<file path="src/rtl/sprite_anim_ctrl.sv">
`default_nettype none
// ============================================================================
//  Module      : sprite_anim_ctrl
//  Description : Per-fighter animation sequencer (IDLE / WALK / ATTACK) that
//                advances once per video frame, plus a scaled, optionally
//                mirrored sprite-ROM address generator driven by the VGA scan
//                position. Sprites are stored as a frame strip in one ROM:
//                frame 0 = idle, 1..WALK_FRAMES = walk cycle, followed by
//                ATK_FRAMES attack frames.
//
//  Ports       : vga_clk      - pixel clock (only clock)
//                reset_n      - synchronous active-low reset
//                vsync        - VGA vsync, active high; rising edge = tick
//                DrawX/DrawY  - current scan position
//                player_x/_y  - hitbox top-left corner
//                walk_req     - level, fighter moving
//                attack_req   - pulse or level, attack button
//                facing_left  - mirror sprite horizontally (latched on tick)
//                rom_address  - registered sprite ROM address
//                pixel_valid  - registered, scan position inside hitbox
//                frame_idx    - global frame number currently displayed
//                busy         - attack animation in progress
//
//  Build macro : ATTACK_QUEUE_EN - when defined, one attack request seen
//                during an attack is queued and replayed when it finishes.
//
//  Revision    : 1.0 - initial release
// ============================================================================
module sprite_anim_ctrl #(
    parameter int SPRITE_W    = 60,
    parameter int SPRITE_H    = 90,
    parameter int BOX_W       = 80,
    parameter int BOX_H       = 160,
    parameter int WALK_FRAMES = 6,
    parameter int ATK_FRAMES  = 4,
    parameter int HOLD_TICKS  = 6,
    parameter int ADDR_W      = 16
) (
    input  logic              vga_clk,
    input  logic              reset_n,
    input  logic              vsync,
    input  logic [9:0]        DrawX,
    input  logic [9:0]        DrawY,
    input  logic [9:0]        player_x,
    input  logic [9:0]        player_y,
    input  logic              walk_req,
    input  logic              attack_req,
    input  logic              facing_left,
    output logic [ADDR_W-1:0] rom_address,
    output logic              pixel_valid,
    output logic [3:0]        frame_idx,
    output logic              busy
);

    localparam logic [1:0] ST_IDLE   = 2'd0;
    localparam logic [1:0] ST_WALK   = 2'd1;
    localparam logic [1:0] ST_ATTACK = 2'd2;

    localparam int HOLD_BW   = (HOLD_TICKS > 1) ? $clog2(HOLD_TICKS) : 1;
    localparam int FRAME_PIX = SPRITE_W * SPRITE_H;

    localparam logic [HOLD_BW-1:0] HOLD_LAST = HOLD_BW'(HOLD_TICKS - 1);
    localparam logic [3:0]         WALK_LAST = 4'(WALK_FRAMES - 1);
    localparam logic [3:0]         ATK_LAST  = 4'(ATK_FRAMES - 1);
    localparam logic [3:0]         ATK_BASE  = 4'(1 + WALK_FRAMES);

`ifdef ATTACK_QUEUE_EN
    localparam bit QUEUE_EN = 1'b1;
`else
    localparam bit QUEUE_EN = 1'b0;
`endif

    // ------------------------------------------------------------------
    // Animation state
    // ------------------------------------------------------------------
    logic [1:0]         state, state_n;
    logic [3:0]         wi, wi_n;
    logic [3:0]         ai, ai_n;
    logic [HOLD_BW-1:0] hold, hold_n;
    logic               attack_pend, pend_n;
    logic               vsync_q;
    logic               facing_q;

    logic               tick;
    logic               pend_or;
    logic               hold_wrap;
    logic [HOLD_BW-1:0] hold_inc;

    assign tick      = vsync & ~vsync_q;
    // A request in the tick cycle itself must be visible to that tick.
    assign pend_or   = attack_pend | attack_req;
    assign hold_wrap = (hold == HOLD_LAST);
    assign hold_inc  = hold_wrap ? '0 : hold + 1'b1;

    always_comb begin
        state_n = state;
        wi_n    = wi;
        ai_n    = ai;
        hold_n  = hold;
        pend_n  = pend_or;

        if (tick) begin
            pend_n = 1'b0;
            case (state)
                ST_IDLE: begin
                    if (pend_or) begin
                        state_n = ST_ATTACK;
                        ai_n    = '0;
                        hold_n  = '0;
                    end else if (walk_req) begin
                        state_n = ST_WALK;
                        wi_n    = '0;
                        hold_n  = '0;
                    end
                end
                ST_WALK: begin
                    if (pend_or) begin
                        state_n = ST_ATTACK;
                        ai_n    = '0;
                        hold_n  = '0;
                    end else if (!walk_req) begin
                        state_n = ST_IDLE;
                        wi_n    = '0;
                        hold_n  = '0;
                    end else begin
                        hold_n = hold_inc;
                        if (hold_wrap) begin
                            wi_n = (wi == WALK_LAST) ? 4'd0 : wi + 4'd1;
                        end
                    end
                end
                ST_ATTACK: begin
                    // Attacks are uninterruptible; a request is either
                    // kept for replay or dropped.
                    pend_n = QUEUE_EN ? pend_or : 1'b0;
                    hold_n = hold_inc;
                    if (hold_wrap) begin
                        if (ai == ATK_LAST) begin
                            ai_n = '0;
                            if (QUEUE_EN && pend_or) begin
                                state_n = ST_ATTACK;
                                pend_n  = 1'b0;
                            end else if (walk_req) begin
                                state_n = ST_WALK;
                                wi_n    = '0;
                            end else begin
                                state_n = ST_IDLE;
                            end
                        end else begin
                            ai_n = ai + 4'd1;
                        end
                    end
                end
                default: begin
                    state_n = ST_IDLE;
                    wi_n    = '0;
                    ai_n    = '0;
                    hold_n  = '0;
                end
            endcase
        end
    end

    always_ff @(posedge vga_clk) begin
        if (!reset_n) begin
            state       <= ST_IDLE;
            wi          <= '0;
            ai          <= '0;
            hold        <= '0;
            attack_pend <= 1'b0;
            facing_q    <= 1'b0;
            // Pretend vsync was already high so a high vsync at release
            // does not look like a rising edge.
            vsync_q     <= 1'b1;
        end else begin
            state       <= state_n;
            wi          <= wi_n;
            ai          <= ai_n;
            hold        <= hold_n;
            attack_pend <= pend_n;
            vsync_q     <= vsync;
            if (tick) begin
                facing_q <= facing_left;
            end
        end
    end

    always_comb begin
        frame_idx = 4'd0;
        case (state)
            ST_WALK:   frame_idx = 4'd1 + wi;
            ST_ATTACK: frame_idx = ATK_BASE + ai;
            default:   frame_idx = 4'd0;
        endcase
    end

    assign busy = (state == ST_ATTACK);

    // ------------------------------------------------------------------
    // Address generation
    // ------------------------------------------------------------------
    logic signed [10:0] rx, ry;
    logic [31:0]        rx_u, ry_u;
    logic [31:0]        sx, sy, sx_m;
    logic [31:0]        base;
    logic               in_box;
    logic [ADDR_W-1:0]  addr_next;

    assign rx = $signed({1'b0, DrawX}) - $signed({1'b0, player_x});
    assign ry = $signed({1'b0, DrawY}) - $signed({1'b0, player_y});

    // Only meaningful when the sign bit is clear; in_box masks the rest.
    assign rx_u = {21'd0, rx};
    assign ry_u = {21'd0, ry};

    assign in_box = ~rx[10] && (rx_u < 32'(BOX_W)) &&
                    ~ry[10] && (ry_u < 32'(BOX_H));

    // Box-to-sprite scaling with truncation (constant divisors).
    assign sx   = (rx_u * 32'(SPRITE_W)) / 32'(BOX_W);
    assign sy   = (ry_u * 32'(SPRITE_H)) / 32'(BOX_H);
    assign sx_m = facing_q ? (32'(SPRITE_W) - 32'd1 - sx) : sx;
    assign base = 32'(frame_idx) * 32'(FRAME_PIX);

    assign addr_next = ADDR_W'(base + sy * 32'(SPRITE_W) + sx_m);

    always_ff @(posedge vga_clk) begin
        if (!reset_n) begin
            rom_address <= '0;
            pixel_valid <= 1'b0;
        end else begin
            rom_address <= in_box ? addr_next : '0;
            pixel_valid <= in_box;
        end
    end

endmodule
`default_nettype wire

</file>
<file path="config.mk">
export PLATFORM = sky130hd
export DESIGN_NAME = sprite_anim_ctrl
export DESIGN_NICKNAME = d
export VERILOG_FILES = /design/src/rtl/sprite_anim_ctrl.sv
export SDC_FILE = /design/constraint.sdc
export NUM_CORES = 1
export LEC_CHECK = 0
export ABC_AREA = 0
export CORE_MARGIN = 10
export CORE_UTILIZATION = 40
export DETAILED_ROUTE_END_ITERATION = 6
export PLACE_DENSITY_LB_ADDON = 0.25
export RECOVER_POWER = 100
export SLEW_MARGIN = 20
export SYNTH_ARGS = -nofsm -noshare
export SYNTH_HDL_FRONTEND = slang
export SYNTH_SLANG_ARGS = --single-unit
</file>
<file path="constraint.sdc">
create_clock -name vga_clk -period 17.1 [get_ports vga_clk]
set_input_delay 2.565 -clock vga_clk [delete_from_list [all_inputs] [get_ports vga_clk]]
set_output_delay 2.565 -clock vga_clk [all_outputs]
set_load 0.02 [all_outputs]
</file>
==> results of run 1 <==
[cells by family (layout without fill, tap and decap cells)]
logic type | Yosys count | in the layout | synth area share [%]
AOI/OAI and AO/OA | 439 | 439 | 27.91
muxes | 26 | 26 | 2.388
and+or+nand+nor | 399 | 399 | 18.85
buffers and inverters | 215 | 328 | 7.745
adders and majority gates | 199 | 199 | 26.46
xor gates and xnor gates | 136 | 136 | 10.75
DFF | 33 | 33 | 5.893
[registers in the layout, indices dropped and copies added (netlist names)]
name	flops
vsync_q	1
hold	3
facing_q	1
wi	4
attack_pend	1
state	2
pixel_valid	1
ai	4
rom_address	16
[worst max-delay path: cells and delay by family]
family                     cells  cell delay [ns]
AOI/OAI and AO/OA             29             5.61
adders and majority gates      9             3.34
and+or+nand+nor               11             2.43
buffers and inverters          7             1.11
muxes                          2             0.79
xor gates and xnor gates       3             0.47
[synth_stat cells (25+ instances only)]
cell type / number / area, um2
fa_1: 64 / 1281
a21oi_1: 93 / 465.5
xor2_1: 47 / 411.6
xnor2_1: 88 / 770.7
a21o_1: 30 / 225.2
nand3_1: 39 / 195.2
ha_1: 133 / 1664
o21ai_0: 73 / 365.4
clkbuf_1: 25 / 93.84
inv_1: 172 / 645.6
nand2_1: 90 / 337.8
nor2_1: 84 / 315.3
dfxtp_1: 33 / 660.6
nor3_1: 34 / 170.2
[routing by layer]
metal	track usage, %	vias to the layer above	part of all wire [%]
li1	-	5447	-
met1	21.14	4999	49
met2	26.55	187	47
met3	0.9508	22	2.7
met4	1.938	0	0.86
met5	0	-	0
[through the flow]
stage	TNS [ns]	instances
finish	0	1938
CTS	0	1934
floorplan	0	1447
global route	-0.07835	1938
global placement	0	1927
detailed placement	0	1927
[final timing paths]
path / slack, ns / endpoint / depth (start not counted)
worst max-delay path: 0.92 / rom_address[15] / 61
worst min register to register: 0.50 / wi[3] / 2
worst min-delay path: 0.50 / wi[3] / 2
worst max register to register: 12.12 / rom_address[15] / 22
[final cells by class]
| type | instances | share of cell area, % |
|---|---|---|
| tap | 378 | 3.604 |
| timing repair buffer | 149 | 9.774 |
| inverter | 172 | 4.920 |
| clock buffer | 6 | 1.058 |
| sequential | 33 | 5.035 |
| multi-input combinational | 1199 | 75.55 |
| clock inverter | 1 | 0.05721 |
[repair_timing]
action | CTS | global route
buffers inserted | 0 | 4
setup endpoints to repair | 0 | 6
hold buffers | 0 | 0
gates resized for setup | 0 | 47
==> impl_results.md, run 1 <==
* Critical path class: in -> reg
* Status: finished clean
* Post-synth EDFFs at 0
* Register Area at 660.6 um2
* Syn. warnings at 0
* Die Width at 187.4 um
* Critical path capture point type: register
* Final setup violation count at 0
* Worst Tran Pin Value at 1.032 ns
* Final core occ at 47.36%
* Hold Crit Start: wi[3]
* R2R Path Start: state[0]
* First-pass GRT wire length at 47980 um
* Reg clk slew, reported paths at 0.06 ns
* Arr. time, crit path at 16.34 ns
* Die Footprint at 35120 um2
* Minimum clock period at 16.18 ns
* Number of global-route vias before repair at 10.22k
* Root Buffer: clkbuf_16
* Seq/Total Area, Yosys at 5.893%
* Post-synth ARST share at 0%
* Top Ports at 68
* Worst Setup SP: player_x[0]
* Critical Path Most Common Cell: a21oi_1
* Critical path fanouts, max at 11
* Synth Register Bits at 33
* # nets final at 1803
* Synthesized area per cell at 7.748 um2
* Multi-input logic area at 9913 um2
* Vias at 10.66k
* DR WL/cell at 14.67 um
* Die height at 187.4 um
* CTS Buffer Depth at 2
* Upper clock frequency limit at 0.06182 GHz
* Row count at 61
* Core area at 27710 um2
* Largest net degree at the start of global routing at 19
* Fin. Hold Viols at 0
* Most common cell after layout, fill and taps aside: inv_1
* Post-DP HPWL at 23540 um
* DP Worst Slack at 0.08655 ns
* Drt first pass iters at 5
* Routed Antenna Nets at 0
* Nature of the critical path startpoint: primary input
* GPL Wtd Cong at 0.9174
* Vias per cell at 5.498
* Max incr delay on CP at 0.62 ns
* Total of max-cap violations at 0
* TritonCTS clock tree: yes
* Post-synthesis instance total at 1447
* Share of cells above drive strength 1 at 12.12%
* Final wirelength at 28440 um
* Clk_lat worst skew at 0.27 ns
* Mapped Area at 11210 um2
* CP required at 17.27 ns
* Highest-count cells in the layout ignoring fill and taps: 171 x inv_1, 133 x ha_1, 90 x nand2_1, 88 x a21oi_1, 83 x nor2_1
* Htree depth at 2
* Primary FF master, synth: dfxtp_1
* Distinct cells, synth at 111
* Synth Net Count at 1690
* Fin Hold WS at 0.5040 ns
* Antenna violations before repair at 0
* CTS Buf Count at 5
* All-layer global routing usage at 15.41%
* Period Utilization, post-route at 94.59%
* Ant diodes at 0
* Finished Cell Area at 13120 um2
* DRC at 0
* PortBufs at 67
* Slew headroom at 30.71%
* Drt first-iter violations at 626
* Clock Sinks at 33
* Filler instances at 2773
* Area delta synth->final at 17.04%
* Grt ovf at 0
* Slowest CP cell: or4_4
* Placed inst area at 12720 um2
* Skew final at 0.007325 ns
* Fin. max-slew vios at 0
* Hold WC Path Type: reg -> reg
* Initial core utilization at 40.46%
* Worst Slack Setup Final at 0.9245 ns
Power of run 1 is not shown: default switching activity piles up to over one toggle a cycle in this logic, so the estimate is an artifact.
==> run 2: changes to the inputs <==
Settings changed: CORE_ASPECT_RATIO from default to 1.5, CTS_BUF_LIST from default to sky130_fd_sc_hd__clkbuf_4 sky130_fd_sc_hd__clkbuf_8 sky130_fd_sc_hd__clkbuf_16.
==> run 2 against run 1 <==
Compared with the run above:
- critical path depth stayed put
- die area is 0.39% higher
- utilization is 0.58 points higher
- first-iteration DRC count is 12% lower
- clock-buffer cell count stayed put
- sequential share of layout area is 0.073 points lower
- critical endpoint unchanged
- largest cell class unchanged
- highest routed layer unchanged
==> impl_results.md, run 2 (synthesis gave the netlist of run 1 again) <==
* Post-DP HPWL at 24750 um (was 23540 um)
* Period Utilization, post-route at 93.74% (was 94.59%)
* Share of cells above drive strength 1 at 13.93% (was 12.12%)
* Minimum clock period at 16.03 ns (was 16.18 ns)
* Clk_lat worst skew at 0.27 ns (about the same)
* DP Worst Slack at 0.09310 ns (was 0.08655 ns)
* Root Buffer: clkbuf_16 (unchanged)
* TritonCTS clock tree: yes (unchanged)
* Fin Hold WS at 0.4940 ns (was 0.5040 ns)
* DRC at 0 (unchanged)
* CTS Buf Count at 5 (unchanged)
* Final setup violation count at 0 (unchanged)
* Largest net degree at the start of global routing at 19 (unchanged)
* Worst Tran Pin Value at 1.046 ns (was 1.032 ns)
* R2R Path Start: state[0] (unchanged)
* CTS Buffer Depth at 2 (unchanged)
* Nature of the critical path startpoint: primary input (unchanged)
* First-pass GRT wire length at 49020 um (was 47980 um)
* Hold WC Path Type: reg -> reg (unchanged)
* Grt ovf at 0 (unchanged)
* Hold Crit Start: wi[3] (unchanged)
* Critical Path Most Common Cell: a21oi_1 (unchanged)
* Number of global-route vias before repair at 10.71k (was 10.22k)
* Core area at 27780 um2 (was 27710 um2)
* Routed Antenna Nets at 0 (unchanged)
* Vias per cell at 5.619 (was 5.498)
* DR WL/cell at 15.18 um (was 14.67 um)
* PortBufs at 67 (unchanged)
* Die Footprint at 35260 um2 (was 35120 um2)
* Htree depth at 2 (unchanged)
* Antenna violations before repair at 0 (unchanged)
* Finished Cell Area at 13320 um2 (was 13120 um2)
* Ant diodes at 0 (unchanged)
* Non-Filler Instances at 1932 (was 1938)
* Critical path class: in -> reg (unchanged)
* Drt first pass iters at 7 (was 5)
* Upper clock frequency limit at 0.06238 GHz (was 0.06182 GHz)
* Skew final at 0.002853 ns (was 0.007325 ns)
* # nets final at 1829 (was 1803)
* Worst Slack Setup Final at 1.070 ns (was 0.9245 ns)
* GPL Wtd Cong at 0.9717 (was 0.9174)
* Largest register FFs at 16 (unchanged)
* Reg2Reg Setup Slack at 12.20 ns (was 12.12 ns)
* Clock Sinks at 33 (unchanged)
* Arr. time, crit path at 16.20 ns (was 16.34 ns)
* Drt first-iter violations at 553 (was 626)
* Vias at 10.86k (was 10.66k)
* CP required at 17.27 ns (about the same)
* Hold buffers post-CTS at 0 (unchanged)
* Critical path capture point type: register (unchanged)
* Placed Cells at 1916 (was 1927)
* Final wirelength at 29320 um (was 28440 um)
* Highest-count cells in the layout ignoring fill and taps: 171 x inv_1, 133 x ha_1, 108 x buf_4, 90 x nand2_1, 89 x a21oi_1 (was 171 x inv_1, 133 x ha_1, 90 x nand2_1, 88 x a21oi_1, 83 x nor2_1)
* Row count at 75 (was 61)
* Reg clk slew, reported paths at 0.05 ns (was 0.06 ns)
* Fin. Hold Viols at 0 (unchanged)
* Largest Register: rom_address (unchanged)
* Die Width at 156.7 um (was 187.4 um)
* Biggest regs: rom_address x16, ai x4, wi x4 (unchanged)
* All-layer global routing usage at 16.15% (was 15.41%)
* Fin. max-slew vios at 0 (unchanged)
* Critical path fanouts, max at 11 (unchanged)
* Max incr delay on CP at 0.62 ns (about the same)
* Die height at 225.0 um (was 187.4 um)
* Placed inst area at 12830 um2 (was 12720 um2)
* Slew headroom at 29.79% (was 30.71%)
* Status: finished clean (unchanged)
* Total of max-cap violations at 0 (unchanged)
* Top Ports at 68 (unchanged)
* Area delta synth->final at 18.77% (was 17.04%)
* Initial core utilization at 40.36% (was 40.46%)
* Slowest CP cell: or4_4 (unchanged)
* Filler instances at 2813 (was 2773)
* Worst Setup SP: player_x[0] (unchanged)
* Most common cell after layout, fill and taps aside: inv_1 (unchanged)
-- run 2: cell count changes in the layout (fill, tap and decap cells not counted), sizes merged --
cell | before | now
buf | 81 | 108
clkbuf | 7 | 6
-- run 2: final timing paths --
check                         end  depth (start not counted)
setup / recovery  rom_address[15]                         61
hold / removal              wi[3]                          2
setup reg to reg  rom_address[15]                         23
hold reg to reg             wi[3]                          2
-- run 2: worst max-delay path: cells and delay by family --
family	cells	cell delay [ns]
XOR/XNOR	3	0.45
adder cells (fa/ha/maj)	9	3.33
AO/OA/AOI/OAI	26	4.89
multiplexers	2	0.71
AND/OR/NAND/NOR	14	3.13
buffers and inverters	7	1.12
-- run 2: area by class of cell --
cell class                      count  area [um2]  share of cell area, %
Clock buffer                        6       138.9                  1.043
Clock inverter                      1       7.507                0.05638
Inverter                          172       645.6                  4.849
Multi-Input combinational cell   1199        9948                  74.71
Sequential cell                    33       660.6                  4.961
Tap cell                          346       432.9                  3.251
Timing Repair Buffer              175        1481                  11.13
-- run 2: layer usage --
metal  global-route usage (%)  up-vias  wire length (um)
met5                        0        -                 0
met4                    4.977        0               915
met3                    1.032       53               847
met2                    31.79      230             15790
met1                    17.71     5106             11770
li1                         -     5467                 -
-- run 2: through the flow --
| step | setup TNS (ns) | util, % |
|---|---|---|
| final | 0 | 47.94 |
| after global routing | -0.05787 | 47.94 |
| after CTS | 0 | 46.73 |
| after detailed placement | 0 | 46.21 |
| after global placement | 0 | 46.21 |
| after floorplan | 0 | - |
-- run 2: timing repair --
| action | in CTS | in global routing |
|---|---|---|
| setup endpoints to repair | 0 | 6 |
| gates resized for setup | 0 | 57 |
| buffers inserted | 0 | 9 |
Power of run 2 is left out for the same reason.
==> run 3: changes to the inputs <==
Settings changed: CORE_MARGIN 10 to 2, GPL_ROUTABILITY_DRIVEN from default to 0.
==> run 3 against run 2 <==
Compared with the run above:
- wire length down 1.2%
- register-to-register slack got worse by 0.09 ns
- sequential cell count unchanged
- critical endpoint unchanged
- fmax hardly changed
- highest routed layer unchanged
- critical path type unchanged
- via count up 0.28%
==> impl_results.md, run 3 (synthesis gave the netlist of run 1 again) <==
* Status: finished clean (unchanged)
* TritonCTS clock tree: yes (unchanged)
* Ant diodes at 0 (unchanged)
* Largest Register: rom_address (unchanged)
* CTS Buffer Depth at 2 (unchanged)
* Share of cells above drive strength 1 at 12.56% (was 13.93%)
* Vias at 10.89k (was 10.86k)
* DR WL/cell at 15.19 um (was 15.18 um)
* Routed Antenna Nets at 0 (unchanged)
* GR Layer Usage met1 at 21.65% (was 17.71%)
* All-layer global routing usage at 19.86% (was 16.15%)
* Final wirelength at 28960 um (was 29320 um)
* # nets final at 1804 (was 1829)
* Vias per cell at 5.708 (was 5.619)
* Top Ports at 68 (unchanged)
* CTS Buf Count at 5 (unchanged)
* Final core occ at 47.23% (was 47.94%)
* Met3 usage at 1.375% (was 1.032%)
* Fin. Hold Viols at 0 (unchanged)
* Fin. max-slew vios at 0 (unchanged)
* R2R Path Start: state[0] (unchanged)
* Area delta synth->final at 17.01% (was 18.77%)
* Die height at 209.0 um (was 225.0 um)
* Critical path capture point type: register (unchanged)
* Drt first pass iters at 7 (unchanged)
* GR Layer Usage met2 at 38.30% (was 31.79%)
* Nature of the critical path startpoint: primary input (unchanged)
* Largest net degree at the start of global routing at 19 (unchanged)
* Filler instances at 2830 (was 2813)
* DRC at 0 (unchanged)
* Clk_lat worst skew at 0.27 ns (about the same)
* Reg clk slew, reported paths at 0.05 ns (about the same)
* CP required at 17.27 ns (about the same)
* Minimum clock period at 16.02 ns (was 16.03 ns)
* Clock Sinks at 33 (unchanged)
* Worst Tran Pin Value at 1.101 ns (was 1.046 ns)
* Slew headroom at 26.05% (was 29.79%)
* Largest register FFs at 16 (unchanged)
* Biggest regs: rom_address x16, ai x4, wi x4 (unchanged)
* Reg-to-Reg End: rom_address[15] (unchanged)
* Arr. time, crit path at 16.19 ns (was 16.20 ns)
* PortBufs at 67 (unchanged)
* Busiest grt layer: met2 (unchanged)
* Critical Path Sink: rom_address[15] (unchanged)
* Die Width at 140.7 um (was 156.7 um)
* Critical path class: in -> reg (unchanged)
* Register Area at 660.6 um2 (unchanged)
* Hold WC Path Type: reg -> reg (unchanged)
* Antenna violations before repair at 0 (unchanged)
* Upper clock frequency limit at 0.06241 GHz (was 0.06238 GHz)
* Slowest CP cell: fa_1 (was or4_4)
* Skew final at 0.002775 ns (was 0.002853 ns)
* Drt first-iter violations at 565 (was 553)
* Worst Setup SP: player_y[1] (was player_x[0])
* Critical path fanouts, max at 7 (was 11)
* Core area at 27780 um2 (unchanged)
* Reg2Reg Setup Slack at 12.11 ns (was 12.20 ns)
* Critical Path Most Common Cell: inv_1 (was a21oi_1)
* Multi-input logic area at 9938 um2 (was 9948 um2)
* Number of global-route vias before repair at 10.96k (was 10.71k)
* Row count at 75 (unchanged)
* Grt ovf at 0 (unchanged)
* Most common cell after layout, fill and taps aside: inv_1 (unchanged)
* Die Footprint at 29410 um2 (was 35260 um2)
* Root Buffer: clkbuf_16 (unchanged)
* Period Utilization, post-route at 93.70% (was 93.74%)
* Highest-count cells in the layout ignoring fill and taps: 171 x inv_1, 133 x ha_1, 90 x nand2_1, 88 x a21oi_1, 84 x nor2_1 (was 171 x inv_1, 133 x ha_1, 108 x buf_4, 90 x nand2_1, 89 x a21oi_1)
* Htree depth at 2 (unchanged)
* Total of max-cap violations at 0 (unchanged)
* Final setup violation count at 0 (unchanged)
* First-pass GRT wire length at 49710 um (was 49020 um)
* Cells on worst reg2reg path at 26 (was 23)
* Initial core utilization at 40.36% (unchanged)
* Max incr delay on CP at 0.53 ns (was 0.62 ns)
* Post-DP HPWL at 24350 um (was 24750 um)
## run 3: repair_timing
action | 4_1_cts | 5_1_grt
resized for setup | 0 | 56
endpoints found under the setup margin | 0 | 6
setup buffers | 0 | 5
hold endpoints to repair | 0 | 0
hold buffers | 0 | 0
## run 3: worst min-delay path by stage
stage                  start       end  slack [ns]  depth (start not counted)
detailed placement     wi[3]     wi[3]        0.49                          2
CTS                    wi[3]     wi[3]        0.50                          2
finish                 wi[3]     wi[3]        0.49                          2
global placement       wi[3]     wi[3]        0.48                          2
floorplan              wi[3]     wi[3]        0.46                          2
global route        state[0]  state[0]        0.56                          2
## run 3: metal layers
| layer | vias up | wire length, um |
|---|---|---|
| met5 | - | 0 |
| met4 | 0 | 1509 |
| li1 | 5431 | - |
| met1 | 5042 | 11290 |
| met2 | 313 | 15180 |
| met3 | 100 | 989 |
## run 3: layout make-up
| type | count | area share [%] |
|---|---|---|
| timing repair buffer | 150 | 9.863 |
| inverter | 172 | 4.922 |
| multi-input combinational | 1199 | 75.76 |
| tap | 346 | 3.300 |
| sequential | 33 | 5.036 |
| clock inverter | 1 | 0.05723 |
| clock buffer | 6 | 1.059 |
## run 3: through the flow
step                      instances  setup TNS (ns)  area, um2  worst slack [ns]  hold slack [ns]
final                          1907               0      13120             1.077           0.4920
after global routing           1907        -0.03209      13120          -0.03209           0.5553
after CTS                      1902               0      12820            0.3170           0.4963
after detailed placement       1895               0      12680           0.05803           0.4889
after global placement         1895               0      12680            0.1973           0.4832
after floorplan                1447               0      11210            0.9837           0.4634
## run 3: worst max-delay path, delay by kind of cell
kind                       cells  cell delay [ns]
buffers and inverters         11             1.49
xor gates and xnor gates       6             1.20
and+or+nand+nor                9             1.74
adders and majority gates      9             3.60
AOI/OAI and AO/OA             31             5.56
Power of run 3 is left out for the same reason.
